**src/rtl/fetch_sequencer.sv**
```systemverilog
// Fetch-stage controller: owns the PC, issues instruction-memory reads, strobes
// the instruction register and hands instructions to decode via valid/ready.
module fetch_sequencer #(
  parameter int              INST_W   = 36,
  parameter int              ADDR_W   = 32,
  parameter int              PC_STEP  = 1,
  parameter logic [ADDR_W-1:0] RESET_PC = '0,
  parameter int              TIMEOUT  = 15
) (
  input  logic              clk,
  input  logic              rst_n,
  input  logic              start,
  input  logic              stall,
  input  logic              flush,
  input  logic [ADDR_W-1:0] flush_pc,
  output logic              mem_req,
  output logic [ADDR_W-1:0] mem_addr,
  input  logic              mem_ack,
  input  logic [INST_W-1:0] mem_data,
  output logic              IR_wr,
  output logic              IR_rd,
  output logic [INST_W-1:0] ir_data,
  output logic [ADDR_W-1:0] pc,
  output logic [ADDR_W-1:0] inst_pc,
  output logic              inst_valid,
  input  logic              dec_ready,
  output logic              timeout_err,
  output logic              busy
);

  typedef enum logic [2:0] {
    S_IDLE  = 3'd0,
    S_REQ   = 3'd1,
    S_LOAD  = 3'd2,
    S_VALID = 3'd3,
    S_DRAIN = 3'd4
  } state_t;

  localparam logic [7:0]        TMO_LAST = 8'(TIMEOUT - 1);
  localparam logic [ADDR_W-1:0] STEP     = ADDR_W'(PC_STEP);

  state_t            state, state_nxt;
  logic [7:0]        tmo_cnt;
  logic [ADDR_W-1:0] pc_p0;
  logic [ADDR_W-1:0] inst_pc_p1;
  logic [INST_W-1:0] ir_data_p1;
  logic              err_q;

  logic in_wait, tmo_hit, tmo_fire, go_req, xfer, capture, cnt_run;

  function automatic logic [7:0] sat_inc(input logic [7:0] v);
    sat_inc = (v == 8'hFF) ? v : v + 8'd1;
  endfunction

  assign in_wait  = (state == S_REQ) || (state == S_DRAIN);
  assign tmo_hit  = in_wait && !mem_ack && (tmo_cnt >= TMO_LAST);
  // A redirect out of REQ takes priority over the timeout; DRAIN still times out.
  assign tmo_fire = tmo_hit && !((state == S_REQ) && flush);
  assign go_req   = start && !err_q;
  assign xfer     = (state == S_VALID) && dec_ready && !stall;
  assign capture  = (state == S_REQ) && mem_ack && !flush;
  assign cnt_run  = in_wait && !mem_ack &&
                    ((state_nxt == S_REQ) || (state_nxt == S_DRAIN));

  always_ff @(posedge clk or negedge rst_n) begin
    if (!rst_n) state <= S_IDLE;
    else        state <= state_nxt;
  end

  always_comb begin
    state_nxt = state;
    unique case (state)
      S_IDLE: begin
        if (go_req) state_nxt = S_REQ;
      end
      S_REQ: begin
        if (flush)         state_nxt = mem_ack ? S_REQ : S_DRAIN;
        else if (mem_ack)  state_nxt = S_LOAD;
        else if (tmo_fire) state_nxt = S_IDLE;
      end
      S_LOAD: begin
        if (flush) state_nxt = go_req ? S_REQ : S_IDLE;
        else       state_nxt = S_VALID;
      end
      S_VALID: begin
        if (flush)     state_nxt = go_req ? S_REQ : S_IDLE;
        else if (xfer) state_nxt = start ? S_REQ : S_IDLE;
      end
      S_DRAIN: begin
        if (mem_ack)       state_nxt = S_REQ;
        else if (tmo_fire) state_nxt = S_IDLE;
      end
      default: state_nxt = S_IDLE;
    endcase
  end

  always_comb begin
    mem_req    = 1'b0;
    mem_addr   = '0;
    IR_wr      = 1'b0;
    IR_rd      = 1'b0;
    inst_valid = 1'b0;
    busy       = (state != S_IDLE);
    unique case (state)
      S_REQ: begin
        mem_req  = 1'b1;
        mem_addr = pc_p0;
      end
      S_LOAD:  IR_wr = 1'b1;
      S_VALID: begin
        IR_rd      = 1'b1;
        inst_valid = 1'b1;
      end
      default: ;
    endcase
  end

  // Stage 0: program counter and request-timeout tracking
  always_ff @(posedge clk or negedge rst_n) begin
    if (!rst_n) begin
      pc_p0   <= RESET_PC;
      tmo_cnt <= '0;
      err_q   <= 1'b0;
    end else begin
      if (flush)                pc_p0 <= flush_pc;
      else if (state == S_LOAD) pc_p0 <= pc_p0 + STEP;
      tmo_cnt <= cnt_run ? sat_inc(tmo_cnt) : 8'd0;
      if (tmo_fire) err_q <= 1'b1;
    end
  end

  // Stage 1: fetched instruction and its address, captured on the ack
  always_ff @(posedge clk or negedge rst_n) begin
    if (!rst_n) begin
      ir_data_p1 <= '0;
      inst_pc_p1 <= '0;
    end else if (capture) begin
      ir_data_p1 <= mem_data;
      inst_pc_p1 <= pc_p0;
    end
  end

  assign pc          = pc_p0;
  assign ir_data     = ir_data_p1;
  assign inst_pc     = inst_pc_p1;
  assign timeout_err = err_q;

endmodule

```
**config.mk**
```make
export PLATFORM = sky130hd
export DESIGN_NAME = fetch_sequencer
export DESIGN_NICKNAME = d
export VERILOG_FILES = /design/src/rtl/fetch_sequencer.sv
export SDC_FILE = /design/constraint.sdc
export NUM_CORES = 1
export LEC_CHECK = 0
export BUFFER_PORTS_ARGS = -buffer_cell sky130_fd_sc_hd__buf_2
export CORE_MARGIN = 2
export CORE_UTILIZATION = 50
export CTS_CLUSTER_SIZE = 12
export DETAILED_ROUTE_END_ITERATION = 6
export PLACE_DENSITY = 0.82
export SLEW_MARGIN = 5
export SYNTH_ARGS = -nofsm -noshare
export SYNTH_HDL_FRONTEND = slang
export SYNTH_SLANG_ARGS = --single-unit
export TNS_END_PERCENT = 50
```
**constraint.sdc**
```tcl
create_clock -name clk -period 3.6 [get_ports clk]
set_input_delay 0.72 -clock clk [delete_from_list [all_inputs] [get_ports clk]]
set_output_delay 0.72 -clock clk [all_outputs]
set_load 0.005 [all_outputs]
```
==> run metrics <==
status=finished clean; Syn Inst Count=between 400 and 500; required time of the worst setup path=around 2.9 ns; number of hold buffers added after CTS=0; Leak Pwr=3.63 nW; Hold Path Class=input port to async pin; post-CTS setup buffers=0; Clock Skew=0.0130 ns; simple-gate share of the synthesized area=0.202; Cell Chain, Critical Path=and2b_1 > nor2b_2 > buf_4 > and2_1 > buf_2; setup_tns=0 ns; Synth Area in Compound Gates=0.0510; initial core utilization=0.506; vias in the first global route=4227; GP Congestion=0.766; Final setup viols=0; drt pass-1 iters=4; Synth Area in Adders=0.00693; Power, Total=2.31 mW; DRT antenna net count=0; layout cells sized above 1=0.468; Fmax=roughly 330 MHz; H-tree Lvls=3; Setup crit end kind=primary output; cell area after placement=roughly 6600 µm²; cell family with most CP delay=simple AND/OR/NAND/NOR gates; post-layout util=0.632; clk_lat worst skew=around 0.38 ns; CP max stage cell=nor2b_2; post-synthesis sequential area ratio=0.517; CP Launch Type=register; DIE AREA=approximately 12000 µm²; EDFF count, synth=0; CP max FO=23; Main synth FF type=dfrtp_1; final instance area=between 6000 and 7000 µm²; asr flop ratio synth=1.00; post-synth top area share=0.517; Root Driver=clkbuf_8; Nets=approximately 760; Post-Synth XOR/XNOR Area=0.0501; Core Rows=38; fillers=roughly 890; slowest stage delay, CP=0.56 ns; Worst slew margin=0.461; Synth Area per Inst=11.4 µm²; largest family of logic cells by synthesized area=simple AND/OR/NAND/NOR gates; HPWL after detailed placement=just under 10000 µm; Mapped Nets=roughly 550; via count=~4400; routed wire length=~13000 µm; critical path type=register to primary output; fin. max-slew vios=0; clock sink count=around 110; Syn-to-layout area delta=24.9%; Period Utilization, post-route=0.851; first-pass GRT wire length=approximately 21000 µm; initial drt markers=around 250; Num CTS Buffers=9; synthesized area=approximately 5400 µm²; Overflow after GRT=0; mux share of post-synthesis cell area=0.141; I/O pin count=between 200 and 250; CP arrival=2.34 ns; gr usage total=0.229; core area=10700 µm²; YS warnings=0; Final Hold Viols=0; Synth Register Bits=about 110; RSZ-0062 raised after global routing=no; Yosys top cell by area=dfrtp_1; DRC=0; DR vias/cell=around 5.3; CP Buf/Inv Count=2; Worst Tran Pin Value=0.808 ns; IO Port Bufs=approximately 210; Die X=around 110 µm; max_cap viols=0; largest net degree at the start of global routing=64; count of cell types in the netlist=55; die height=~110 µm; diode count=0; initial antenna violation count=0; post_cts resized=0; crit path time final=3.06 ns; synth top area cells=dfrtp_1 (52%), mux2_2 (12%), and2_1 (3.8%); maximum vdd drop=0.000177 V; wire per inst=approximately 16 µm; Power Dens Cells=about 340 nW/µm²; CTS tree=done; clk buf depth=2; Worst-path clk slew=roughly 0.11 ns
[report_power, final]
part           switching [mW]  total, mW  internal (mW)  leakage [nW]
clock                   0.427      0.772          0.345         0.107
combinational          0.0957      0.185         0.0895          2.02
sequential             0.0638       1.35           1.29          1.50
total                   0.586       2.31           1.72          3.63
[worst reg2reg max path, delay by kind of cell (launching register included)]
family	cells	cell delay (ns)
buf+inv	1	0.41
simple gates	3	1.10
flops	1	0.46
mux	1	0.48
[metal layers]
layer	wire length [µm]	vias up	part of all wire	global-route usage
met3	772	22	0.058	0.0344
met5	0	-	0	0
met2	6660	158	0.50	0.398
met1	5600	2126	0.42	0.293
li1	-	2070	-	-
met4	254	0	0.019	0.0815
[registers in the layout, indices dropped and copies added (netlist names)]
register / count
inst_pc: 32
ir_data: 36
pc: 32
state: 3
timeout_err: 1
tmo_cnt: 8
[final timing paths]
path / depth (start not counted) / slack, ns / to / from
min reg2reg: 2 / 0.49 / timeout_err / timeout_err
min in group clk: 2 / 0.49 / timeout_err / timeout_err
max: 5 / 0.54 / mem_addr[7] / state[2]
max in group asynchronous: 2 / 2.47 / ir_data[29] / rst_n
max reg2reg: 5 / 1.04 / ir_data[33] / state[2]
min: 1 / 0.37 / inst_pc[9] / rst_n
[cell usage after synthesis (4+ instances only)]
library cell  instances
o21ai_0              23
xor2_1               10
nor3_2                8
nand2_1              47
xnor2_1              21
nor3_1                9
clkbuf_1             12
mux2_1                8
nand3_1              19
buf_2                 8
nor2_1               13
inv_1                 5
and2_1               33
and4_1                4
nor2b_1               5
and3_1                8
nand4_1               8
dfrtp_1             112
o21ai_1              13
mux2_2               58
[area by class of cell]
cell class | count | area (µm²) | share of cell area
Inverter | 7 | 26.3 | 0.00388
Sequential cell | 112 | 2800 | 0.414
Timing Repair Buffer | 216 | 1110 | 0.163
Tap cell | 140 | 175 | 0.0259
Clock buffer | 10 | 138 | 0.0203
Multi-Input combinational cell | 331 | 2450 | 0.362
Clock inverter | 6 | 66.3 | 0.00980
[stage by stage]
step	instances	hold WS [ns]	worst slack (ns)
after detailed placement	806	0.478	0.658
after global routing	822	0.427	0.378
after CTS	822	0.392	0.493
after global placement	806	0.465	0.775
after floorplan	476	0.424	1.54
final	822	0.372	0.537
[logic make-up after synthesis]
group                    count (synthesis)
AND/OR/NAND/NOR                        180
buffers and inverters                   33
multiplexers                            68
AO/OA/AOI/OAI                           49
flip-flops                             112
XOR/XNOR                                31
adder cells (fa/ha/maj)                  3
[cell usage in the layout (no fill, tap or decap), types with 3 or more instances in the layout]
| master | Yosys | final |
|---|---|---|
| nand2_1 | 47 | 47 |
| nor4_2 | 3 | 3 |
| buf_4 | 2 | 4 |
| ha_1 | 3 | 3 |
| and4_1 | 4 | 4 |
| inv_1 | 5 | 5 |
| mux2_2 | 58 | 58 |
| and2_1 | 33 | 33 |
| and3_1 | 8 | 8 |
| a31oi_1 | 3 | 3 |
| xor2_1 | 10 | 10 |
| and3_2 | 3 | 3 |
| nor4_1 | 3 | 3 |
| o21ai_1 | 13 | 13 |
| nor3_2 | 8 | 8 |
| dfrtp_1 | 112 | 112 |
| nand3_1 | 19 | 19 |
| buf_2 | 8 | 211 |
| xnor2_1 | 21 | 21 |
| clkbuf_8 | 0 | 10 |
| mux2_1 | 8 | 8 |
| nor2b_1 | 5 | 4 |
| nor3_1 | 9 | 9 |
| o21ai_0 | 23 | 23 |
| nand4_1 | 8 | 8 |
| nor2_1 | 13 | 13 |
No activity file was read; power rests on OpenSTA's default activity.
